$ cat config.mk
export PLATFORM = sky130hd
export DESIGN_NAME = ahbl_master_arbiter
export DESIGN_NICKNAME = d
export VERILOG_FILES = /design/src/rtl/ahbl_pkg.sv /design/src/rtl/ahbl_arb_hold.sv /design/src/rtl/ahbl_master_arbiter.sv
export SDC_FILE = /design/constraint.sdc
export NUM_CORES = 1
export LEC_CHECK = 0
export BUFFER_PORTS_ARGS = -buffer_cell sky130_fd_sc_hd__buf_2
export CAP_MARGIN = 20
export CORE_MARGIN = 4
export CORE_UTILIZATION = 42
export DETAILED_ROUTE_END_ITERATION = 12
export PLACE_DENSITY = 0.87
export RECOVER_POWER = 50
export SLEW_MARGIN = 40
export SYNTH_ARGS = -nofsm -noshare
export SYNTH_HDL_FRONTEND = slang
export SYNTH_SLANG_ARGS = --single-unit
$ cat constraint.sdc
create_clock -name HCLK -period 2.8 [get_ports HCLK]
set_input_delay 0.42 -clock HCLK [delete_from_list [all_inputs] [get_ports HCLK]]
set_output_delay 0.42 -clock HCLK [all_outputs]
set_load 0.05 [all_outputs]
$ cat src/rtl/ahbl_pkg.sv
// Shared AHB-Lite definitions for the two-master arbiter: transfer encodings,
// data-phase owner encoding and the owner-to-grant helper.
package ahbl_pkg;

    localparam int HSIZE_W = 3;

    localparam logic [1:0] HTRANS_IDLE   = 2'b00;
    localparam logic [1:0] HTRANS_BUSY   = 2'b01;
    localparam logic [1:0] HTRANS_NONSEQ = 2'b10;
    localparam logic [1:0] HTRANS_SEQ    = 2'b11;

    // Owner encoding doubles as the one-hot grant vector (bit0 = M0).
    typedef enum logic [1:0] {
        OWN_NONE = 2'b00,
        OWN_M0   = 2'b01,
        OWN_M1   = 2'b10
    } owner_e;

    function automatic logic [1:0] owner_onehot(input owner_e o);
        return o;
    endfunction

endpackage

$ cat src/rtl/ahbl_arb_hold.sv
// One-deep capture register for a master's address phase that lost arbitration
// or arrived during a wait state; pend marks it for replay.
module ahbl_arb_hold
    import ahbl_pkg::*;
#(
    parameter int AW = 32
) (
    input  logic               HCLK,
    input  logic               HRESET,
    input  logic               capture,
    input  logic               clear,
    input  logic [AW-1:0]      haddr,
    input  logic [1:0]         htrans,
    input  logic               hwrite,
    input  logic [HSIZE_W-1:0] hsize,
    output logic               pend,
    output logic [AW-1:0]      hold_addr,
    output logic [1:0]         hold_trans,
    output logic               hold_write,
    output logic [HSIZE_W-1:0] hold_size
);

    logic               pend_r;
    logic [AW-1:0]      addr_r;
    logic [1:0]         trans_r;
    logic               write_r;
    logic [HSIZE_W-1:0] size_r;

    // Capture the address phase and set pend; clear pend once replayed.
    always_ff @(posedge HCLK) begin
        if (HRESET) begin
            pend_r  <= 1'b0;
            addr_r  <= {AW{1'b0}};
            trans_r <= HTRANS_IDLE;
            write_r <= 1'b0;
            size_r  <= {HSIZE_W{1'b0}};
        end else if (capture) begin
            pend_r  <= 1'b1;
            addr_r  <= haddr;
            trans_r <= htrans;
            write_r <= hwrite;
            size_r  <= hsize;
        end else if (clear) begin
            pend_r  <= 1'b0;
        end else begin
            pend_r  <= pend_r;
        end
    end

    assign pend       = pend_r;
    assign hold_addr  = addr_r;
    assign hold_trans = trans_r;
    assign hold_write = write_r;
    assign hold_size  = size_r;

endmodule

$ cat src/rtl/ahbl_master_arbiter.sv
// Two-master AHB-Lite arbiter with zero-latency pass-through and replay of
// losing address phases. Define AHBL_ARB_RR_EN for round-robin, else fixed priority.
module ahbl_master_arbiter
    import ahbl_pkg::*;
#(
    parameter int AW        = 32,
    parameter int DW        = 32,
    parameter int HIGH_PRIO = 0
) (
    input  logic               HCLK,
    input  logic               HRESET,
    input  logic [AW-1:0]      M0_HADDR,
    input  logic [1:0]         M0_HTRANS,
    input  logic               M0_HWRITE,
    input  logic [HSIZE_W-1:0] M0_HSIZE,
    input  logic [DW-1:0]      M0_HWDATA,
    output logic               M0_HREADY,
    output logic [DW-1:0]      M0_HRDATA,
    input  logic [AW-1:0]      M1_HADDR,
    input  logic [1:0]         M1_HTRANS,
    input  logic               M1_HWRITE,
    input  logic [HSIZE_W-1:0] M1_HSIZE,
    input  logic [DW-1:0]      M1_HWDATA,
    output logic               M1_HREADY,
    output logic [DW-1:0]      M1_HRDATA,
    output logic [AW-1:0]      S_HADDR,
    output logic [1:0]         S_HTRANS,
    output logic               S_HWRITE,
    output logic [HSIZE_W-1:0] S_HSIZE,
    output logic [DW-1:0]      S_HWDATA,
    input  logic               S_HREADY,
    input  logic [DW-1:0]      S_HRDATA,
    output logic [1:0]         GRANT
);

    owner_e             downer_r, downer_s, win_s;
    logic               m0_rdy_s, m1_rdy_s;
    logic               acc0_s, acc1_s, cand0_s, cand1_s;
    logic               cap0_s, cap1_s, clr0_s, clr1_s;
    logic               pend0_s, pend1_s;
    logic [AW-1:0]      h0_addr_s, h1_addr_s;
    logic [1:0]         h0_trans_s, h1_trans_s;
    logic               h0_write_s, h1_write_s;
    logic [HSIZE_W-1:0] h0_size_s, h1_size_s;

`ifdef AHBL_ARB_RR_EN
    logic rr_last_r, rr_last_s;
`endif

    // Per-master ready: data-phase owner follows the slave, a pending master stalls.
    always_comb begin
        m0_rdy_s = 1'b1;
        m1_rdy_s = 1'b1;
        if (downer_r == OWN_M0) m0_rdy_s = S_HREADY;
        else if (pend0_s)       m0_rdy_s = 1'b0;
        else                    m0_rdy_s = 1'b1;
        if (downer_r == OWN_M1) m1_rdy_s = S_HREADY;
        else if (pend1_s)       m1_rdy_s = 1'b0;
        else                    m1_rdy_s = 1'b1;
    end

    assign acc0_s  = M0_HTRANS[1] & m0_rdy_s;
    assign acc1_s  = M1_HTRANS[1] & m1_rdy_s;
    assign cand0_s = pend0_s | acc0_s;
    assign cand1_s = pend1_s | acc1_s;

    // Winner selection; nobody wins during a wait state or reset.
    always_comb begin
        win_s = OWN_NONE;
        if (HRESET || !S_HREADY) begin
            win_s = OWN_NONE;
        end else if (cand0_s && cand1_s) begin
`ifdef AHBL_ARB_RR_EN
            win_s = rr_last_r ? OWN_M0 : OWN_M1;
`else
            win_s = (HIGH_PRIO == 1) ? OWN_M1 : OWN_M0;
`endif
        end else if (cand0_s) begin
            win_s = OWN_M0;
        end else if (cand1_s) begin
            win_s = OWN_M1;
        end else begin
            win_s = OWN_NONE;
        end
    end

    assign cap0_s = acc0_s & (win_s != OWN_M0);
    assign cap1_s = acc1_s & (win_s != OWN_M1);
    assign clr0_s = pend0_s & (win_s == OWN_M0);
    assign clr1_s = pend1_s & (win_s == OWN_M1);

    ahbl_arb_hold #(.AW(AW)) u_hold0 (
        .HCLK(HCLK), .HRESET(HRESET), .capture(cap0_s), .clear(clr0_s),
        .haddr(M0_HADDR), .htrans(M0_HTRANS), .hwrite(M0_HWRITE), .hsize(M0_HSIZE),
        .pend(pend0_s), .hold_addr(h0_addr_s), .hold_trans(h0_trans_s),
        .hold_write(h0_write_s), .hold_size(h0_size_s)
    );

    ahbl_arb_hold #(.AW(AW)) u_hold1 (
        .HCLK(HCLK), .HRESET(HRESET), .capture(cap1_s), .clear(clr1_s),
        .haddr(M1_HADDR), .htrans(M1_HTRANS), .hwrite(M1_HWRITE), .hsize(M1_HSIZE),
        .pend(pend1_s), .hold_addr(h1_addr_s), .hold_trans(h1_trans_s),
        .hold_write(h1_write_s), .hold_size(h1_size_s)
    );

    // Next data-phase owner (and round-robin pointer) only move on a ready cycle.
    always_comb begin
        downer_s = downer_r;
        if (S_HREADY) downer_s = win_s;
        else          downer_s = downer_r;
`ifdef AHBL_ARB_RR_EN
        rr_last_s = rr_last_r;
        if (S_HREADY && (win_s != OWN_NONE)) rr_last_s = (win_s == OWN_M1);
        else                                 rr_last_s = rr_last_r;
`endif
    end

    // Arbiter state register.
    always_ff @(posedge HCLK) begin
        if (HRESET) begin
            downer_r <= OWN_NONE;
`ifdef AHBL_ARB_RR_EN
            rr_last_r <= 1'b1;
`endif
        end else begin
            downer_r <= downer_s;
`ifdef AHBL_ARB_RR_EN
            rr_last_r <= rr_last_s;
`endif
        end
    end

    // Address-phase mux: replay from hold if pending, else pass live inputs through.
    always_comb begin
        S_HADDR  = {AW{1'b0}};
        S_HTRANS = HTRANS_IDLE;
        S_HWRITE = 1'b0;
        S_HSIZE  = {HSIZE_W{1'b0}};
        case (win_s)
            OWN_M0: begin
                if (pend0_s) begin
                    S_HADDR = h0_addr_s;  S_HTRANS = h0_trans_s;
                    S_HWRITE = h0_write_s; S_HSIZE = h0_size_s;
                end else begin
                    S_HADDR = M0_HADDR;   S_HTRANS = M0_HTRANS;
                    S_HWRITE = M0_HWRITE; S_HSIZE = M0_HSIZE;
                end
            end
            OWN_M1: begin
                if (pend1_s) begin
                    S_HADDR = h1_addr_s;  S_HTRANS = h1_trans_s;
                    S_HWRITE = h1_write_s; S_HSIZE = h1_size_s;
                end else begin
                    S_HADDR = M1_HADDR;   S_HTRANS = M1_HTRANS;
                    S_HWRITE = M1_HWRITE; S_HSIZE = M1_HSIZE;
                end
            end
            default: begin
                S_HTRANS = HTRANS_IDLE;
            end
        endcase
    end

    // Write data follows the data-phase owner.
    always_comb begin
        S_HWDATA = {DW{1'b0}};
        case (downer_r)
            OWN_M0:  S_HWDATA = M0_HWDATA;
            OWN_M1:  S_HWDATA = M1_HWDATA;
            default: S_HWDATA = {DW{1'b0}};
        endcase
    end

    assign GRANT     = owner_onehot(win_s);
    assign M0_HREADY = m0_rdy_s;
    assign M1_HREADY = m1_rdy_s;
    assign M0_HRDATA = S_HRDATA;
    assign M1_HRDATA = S_HRDATA;

endmodule

### Word level (Yosys, flattened, before mapping)

Cells that the tools add are included.

* register bits after elaboration: 80
* input bits: 175
* output and inout port bits: 138
* logic and storage cells: 55

* bitwise gates (word level): 8
* muxes and demuxes: 25
* reduce and logical (&&, ||, !) cells: 5
* equal/unequal tests: 6

Operators by type and width (count)
* case mux 32 bit (2 select lines): 2
* 2-to-1 mux 32 bit: 2
* 2-to-1 mux 2 bit: 6
* 2-to-1 mux 1 bit: 10
* bitwise AND 1 bit: 6
* 2-to-1 mux 3 bit: 2
* case mux 3 bit (2 select lines): 1
* equality test 2 x 1 -> 1 bit (second input constant): 2
* equality test 2 bit (second input constant): 2
* case mux 2 bit (2 select lines): 1
* nonzero test 2 bit: 2
* inequality test 2 x 1 -> 1 bit (second input constant): 1
* inequality test 2 bit (second input constant): 1
* bitwise OR 1 bit: 2
* case mux 1 bit (2 select lines): 1
* logical AND 1 bit: 1
* logical NOT 1 bit: 1
* logical OR 1 bit: 1

### Longest topological paths before layout

* word-level depth: 12
* mapped depth: 12
* gate-level depth less buffers: 8

### Modules after synthesis

A second synthesis with hierarchy kept.

* cell total of the unflattened synthesis: 558
* area, all modules: 5122.4 um^2

Modules (own cells, without submodules)
* ahbl_arb_hold: area an instance 1402.6 um^2, times used 2, sequential area each 780.7 um^2, cells an instance 127
* ahbl_master_arbiter: area an instance 2317.2 um^2, times used 1, sequential area each 40.0 um^2, cells an instance 304

### Worst setup path after synthesis

OpenSTA, ideal clock, no wires.

* path type: register -> output
* start point: reg downer_r[1]
* end point: out S_HADDR[0]
* stages on the path, launching flop included: 11
* data arrival time: 3.779 ns
* buffers on the path: 3
* path slack: -1.399 ns
* data required time: 2.380 ns
* cell sequence: dfxtp_1 -> inv_1 -> ha_1 -> buf_2 -> nand2b_1 -> a2111oi_2 -> ha_1 -> clkbuf_1 -> clkbuf_1 -> a22oi_1 -> nor2_1

* longest elaborated chain between the ends: 10
* elaborated cells on any way between the ends: 16
* classes of those cells: eq/ne: 4; mux: 7; bitwise: 4; reduce/logical: 1

RTL lines
* start: declaration: RTL line ahbl_master_arbiter.sv:36 `owner_e downer_r, downer_s, win_s;`
* start signal: assignment: RTL line ahbl_master_arbiter.sv:126 `downer_r <= downer_s;`
* equality test 2 bit: RTL line ahbl_master_arbiter.sv:57 `if (downer_r == OWN_M1) m1_rdy_s = S_HREADY;`
* 2-to-1 mux 1 bit: RTL line ahbl_master_arbiter.sv:57
* bitwise AND 1 bit: RTL line ahbl_master_arbiter.sv:63 `assign acc1_s = M1_HTRANS[1] & m1_rdy_s;`
* bitwise OR 1 bit: RTL line ahbl_master_arbiter.sv:65 `assign cand1_s = pend1_s | acc1_s;`
* 2-to-1 mux 2 bit: RTL line ahbl_master_arbiter.sv:80 `end else if (cand1_s) begin`
* 2-to-1 mux 2 bit: RTL line ahbl_master_arbiter.sv:78 `end else if (cand0_s) begin`
* 2-to-1 mux 2 bit (*): RTL line ahbl_master_arbiter.sv:72 `end else if (cand0_s && cand1_s) begin`
* 2-to-1 mux 2 bit (*): RTL line ahbl_master_arbiter.sv:70 `if (HRESET || !S_HREADY) begin`
* net GRANT[1]: RTL line ahbl_master_arbiter.sv:33 `output logic [1:0] GRANT`
* equality test 2 bit or equality test 2 x 1 -> 1 bit (tied branches): RTL line ahbl_master_arbiter.sv:139 `case (win_s)`
* case mux 32 bit (2 select lines) (*): RTL line ahbl_master_arbiter.sv:139
* end: declaration: RTL line ahbl_master_arbiter.sv:26 `output logic [AW-1:0] S_HADDR,`

The timed path passes the listed nets; every way through them passes the cells marked *.

### Worst setup path in the final report

* start point: reg downer_r[0]
* end point: out S_HADDR[12]

* longest elaborated chain between the ends: 10
* elaborated cells on any way between the ends: 16
* classes of those cells: eq/ne: 4; mux: 7; bitwise: 4; reduce/logical: 1

RTL lines (RTL line)
* equality test 2 bit: ahbl_master_arbiter.sv:57
* 2-to-1 mux 1 bit: ahbl_master_arbiter.sv:57
* bitwise AND 1 bit: ahbl_master_arbiter.sv:63
* bitwise OR 1 bit: ahbl_master_arbiter.sv:65
* 2-to-1 mux 2 bit: ahbl_master_arbiter.sv:80
* 2-to-1 mux 2 bit: ahbl_master_arbiter.sv:78
* 2-to-1 mux 2 bit (*): ahbl_master_arbiter.sv:72
* 2-to-1 mux 2 bit (*): ahbl_master_arbiter.sv:70
* equality test 2 bit or equality test 2 x 1 -> 1 bit (tied branches): ahbl_master_arbiter.sv:139
* case mux 32 bit (2 select lines) (*): ahbl_master_arbiter.sv:139

Mark *: on every way between the ends. The rest lies on a longest branch, timed or not.

==> results.ini <==
[pwr]
max-vdd-ir-drop_v = 0.000246
leakage_nw = 3.22
power_density_nw_per_um2 = 448

[status]
violations = setup timing
status = complete, but fails checks

[final_layout]
drive_gt1_share_pct = 53.3
nets = 992
synthToLayoutAreaGrowth_pct = 33.4
antennaDiodeCount = 0

[routing]
drtIter0Drc = 326
m1WireLength_mm = 8.09
via_per_inst = 5.34
dr_wl_met3_mm = 1.56
top_layer = met4
vias = 5334
drc_errors = 0
routed_wl_mm = 20.6
ant_nets = 0
routedWlPerCell_um = 20.7
wl_met2_mm = 10.5
dr.pass1.iters = 5

[place]
dp_slack_ps = -38.1
post-dp-hpwl_mm = 14.3
gp_congestion = 0.908
portBuffers = 216

[cts]
postCtsHoldBufs = 0
clk_latency_ps = 340
cts_num_sinks = 80
cts_tree = yes
clk_path_buf_depth = 2
cts_htree_levels = 3
cts_buffers = 9
clkTransAtPathRegs_ps = 60
root_buffer = clkbuf_16

[global_route]
grt_usage_pct = 23.6
grt_first_pass_wirelength_mm = 29.8
gr-total-overflow = 0
grt_pass1_vias = 5335
antenna_found_initial = 0
grt_max_degree = 155

[yosys]
synthDistinctLibCells = 26
postSynthCellCount = 671
synth_area_um2 = 5940
ys_seq_elements = 80
yosysWarnings = 0
avgSynthCellArea_um2 = 8.85
syn_nets = 850
synth_seq_area_share_pct = 27.0

[worst_setup_path]
critPathMostFrequentCell = ha_4
critPathArrivalTime_ps = 2390
crit_chain = ha_4, nand2b_4, a2111oi_4, buf_4, inv_2, ha_4, buf_12, a22oi_2, nor2_4, buf_6
cp-start-kind = flop
critPathMaxFanout = 15
worstPathRequired_ps = 2380
cp_slowest_cell = dfxtp_2
crit_type = reg2out
slowest_delay_ps = 370
end_kind = primary output

[floorplanning]
rows = 43
die_height_um = 127
coreArea_um2 = 13900
dieArea_um2 = 16100
die_x_um = 127
start_util_pct = 42.8
pin_count = 313

[sta]
skew_ps = 9.29
slew_headroom_pct = 47.3
max_freq_mhz = 356
tns_ps = -7.57
hold_viol = 0
drv_slew = 0
setup_slack_ps = -7.57
final-setup-viol-count = 1
rsz0062_at_grt = yes
period_share_pct = 100
fin_crit_ps = 2810
tightest_slew_ps = 791

[job]
drv_cap = 0

[worst_hold_path]
min_path_type = in2reg

[metrics by stage]
step	util (%)	hold WS (ps)	instances	cell area, um2	total power, mW
finish	57.1	348	998	7930	3.55
global route	57.1	336	998	7930	3.70
CTS	55.5	335	995	7710	3.54
detailed placement	51.4	460	968	7140	2.33
global placement	51.4	449	968	7140	2.30
floorplan	-	444	671	6420	2.28
[cells by family after synthesis]
kind of cell               after synthesis  share of synthesized area [%]
and+or+nand+nor                        232                           21.5
buffers and inverters                  127                           13.5
DFF                                     80                           27.0
adders and majority gates                4                          0.843
muxes                                  150                           26.9
AOI/OAI and AO/OA                       78                           10.4
[per-layer routing]
metal  track usage (%)  vias to the layer above
li1                  -                     2507
met5                 0                        -
met3              6.61                       37
met2              41.5                      242
met1              27.9                     2548
met4              7.13                        0
[critical path: cells and delay by family, from the launching register on]
family	cells	cell delay, ps
simple gates	2	150
buf+inv	4	560
flops	1	370
fa+ha+maj	2	360
compound gates	2	610
[cells in the mapped netlist (all sizes together)]
library cell / number / area (um2)
and4b: 1 / 10.0
nor3: 3 / 15.0
a211oi: 1 / 7.51
a21oi: 2 / 10.0
clkbuf: 38 / 143
a22oi: 70 / 526
inv: 5 / 18.8
ha: 4 / 50.1
o21ba: 3 / 30.0
buf: 84 / 638
mux2i: 74 / 741
dfxtp: 80 / 1600
and2: 1 / 6.26
nor2b: 1 / 13.8
mux2: 76 / 856
or2: 2 / 12.5
nor2: 73 / 274
a2111oi: 2 / 42.5
nand2b: 151 / 945
[area by class of cell]
| type | count | area, um2 |
|---|---|---|
| Clock buffer | 10 | 229 |
| Clock inverter | 6 | 60.1 |
| Fill cell | 1171 | 5960 |
| Inverter | 5 | 18.8 |
| Multi-Input combinational cell | 464 | 4070 |
| Sequential cell | 80 | 1610 |
| Tap cell | 180 | 225 |
| Timing Repair Buffer | 253 | 1720 |
[sequential cells by signal, summed over array words and instances (netlist names)]
register and count:
u_hold0.hold_size 3, u_hold1.hold_addr 32, u_hold0.hold_trans 2, u_hold1.hold_trans 2
u_hold1.hold_write 1, downer_r 2, u_hold0.pend 1, u_hold0.hold_write 1
u_hold0.hold_addr 32, u_hold1.hold_size 3, u_hold1.pend 1
[power by group]
| part | leakage, nW | switching (mW) | total, mW | internal (mW) |
|---|---|---|---|---|
| Clock | 0.138 | 0.480 | 1.17 | 0.686 |
| Sequential | 0.659 | 0.0474 | 1.28 | 1.23 |
| Combinational | 2.42 | 0.616 | 1.10 | 0.489 |
| Total | 3.22 | 1.14 | 3.55 | 2.40 |
[worst paths after layout]
path	slack [ps]	endpoint	cells past startpoint	from
worst max-delay path	-8	S_HADDR[12]	10	downer_r[0]
worst min-delay path	350	u_hold1.hold_addr[28]	3	M1_HADDR[28]
worst max register to register	300	u_hold1.hold_addr[1]	10	downer_r[1]
worst min register to register	470	u_hold1.hold_addr[11]	2	u_hold1.hold_addr[11]
[timing repair]
item,in CTS,in global routing
pin swaps,4,17
buffers inserted,10,2
gates cloned,1,1
gates resized for setup,37,83
setup endpoints to repair,38,38
[layout by cell type (no fill, tap or decap), types with 4 or more instances in the layout]
master,synthesis,layout
nand2b_1,151,149
buf_6,3,26
buf_2,6,179
dfxtp_2,0,4
clkbuf_16,0,10
a22oi_1,70,33
mux2i_1,74,74
dfxtp_1,80,76
nor2_1,73,34
mux2_2,76,76
nor2_4,0,36
a22oi_2,0,37
buf_12,0,9
buf_4,66,33
No activity file was read; power rests on OpenSTA's default activity.
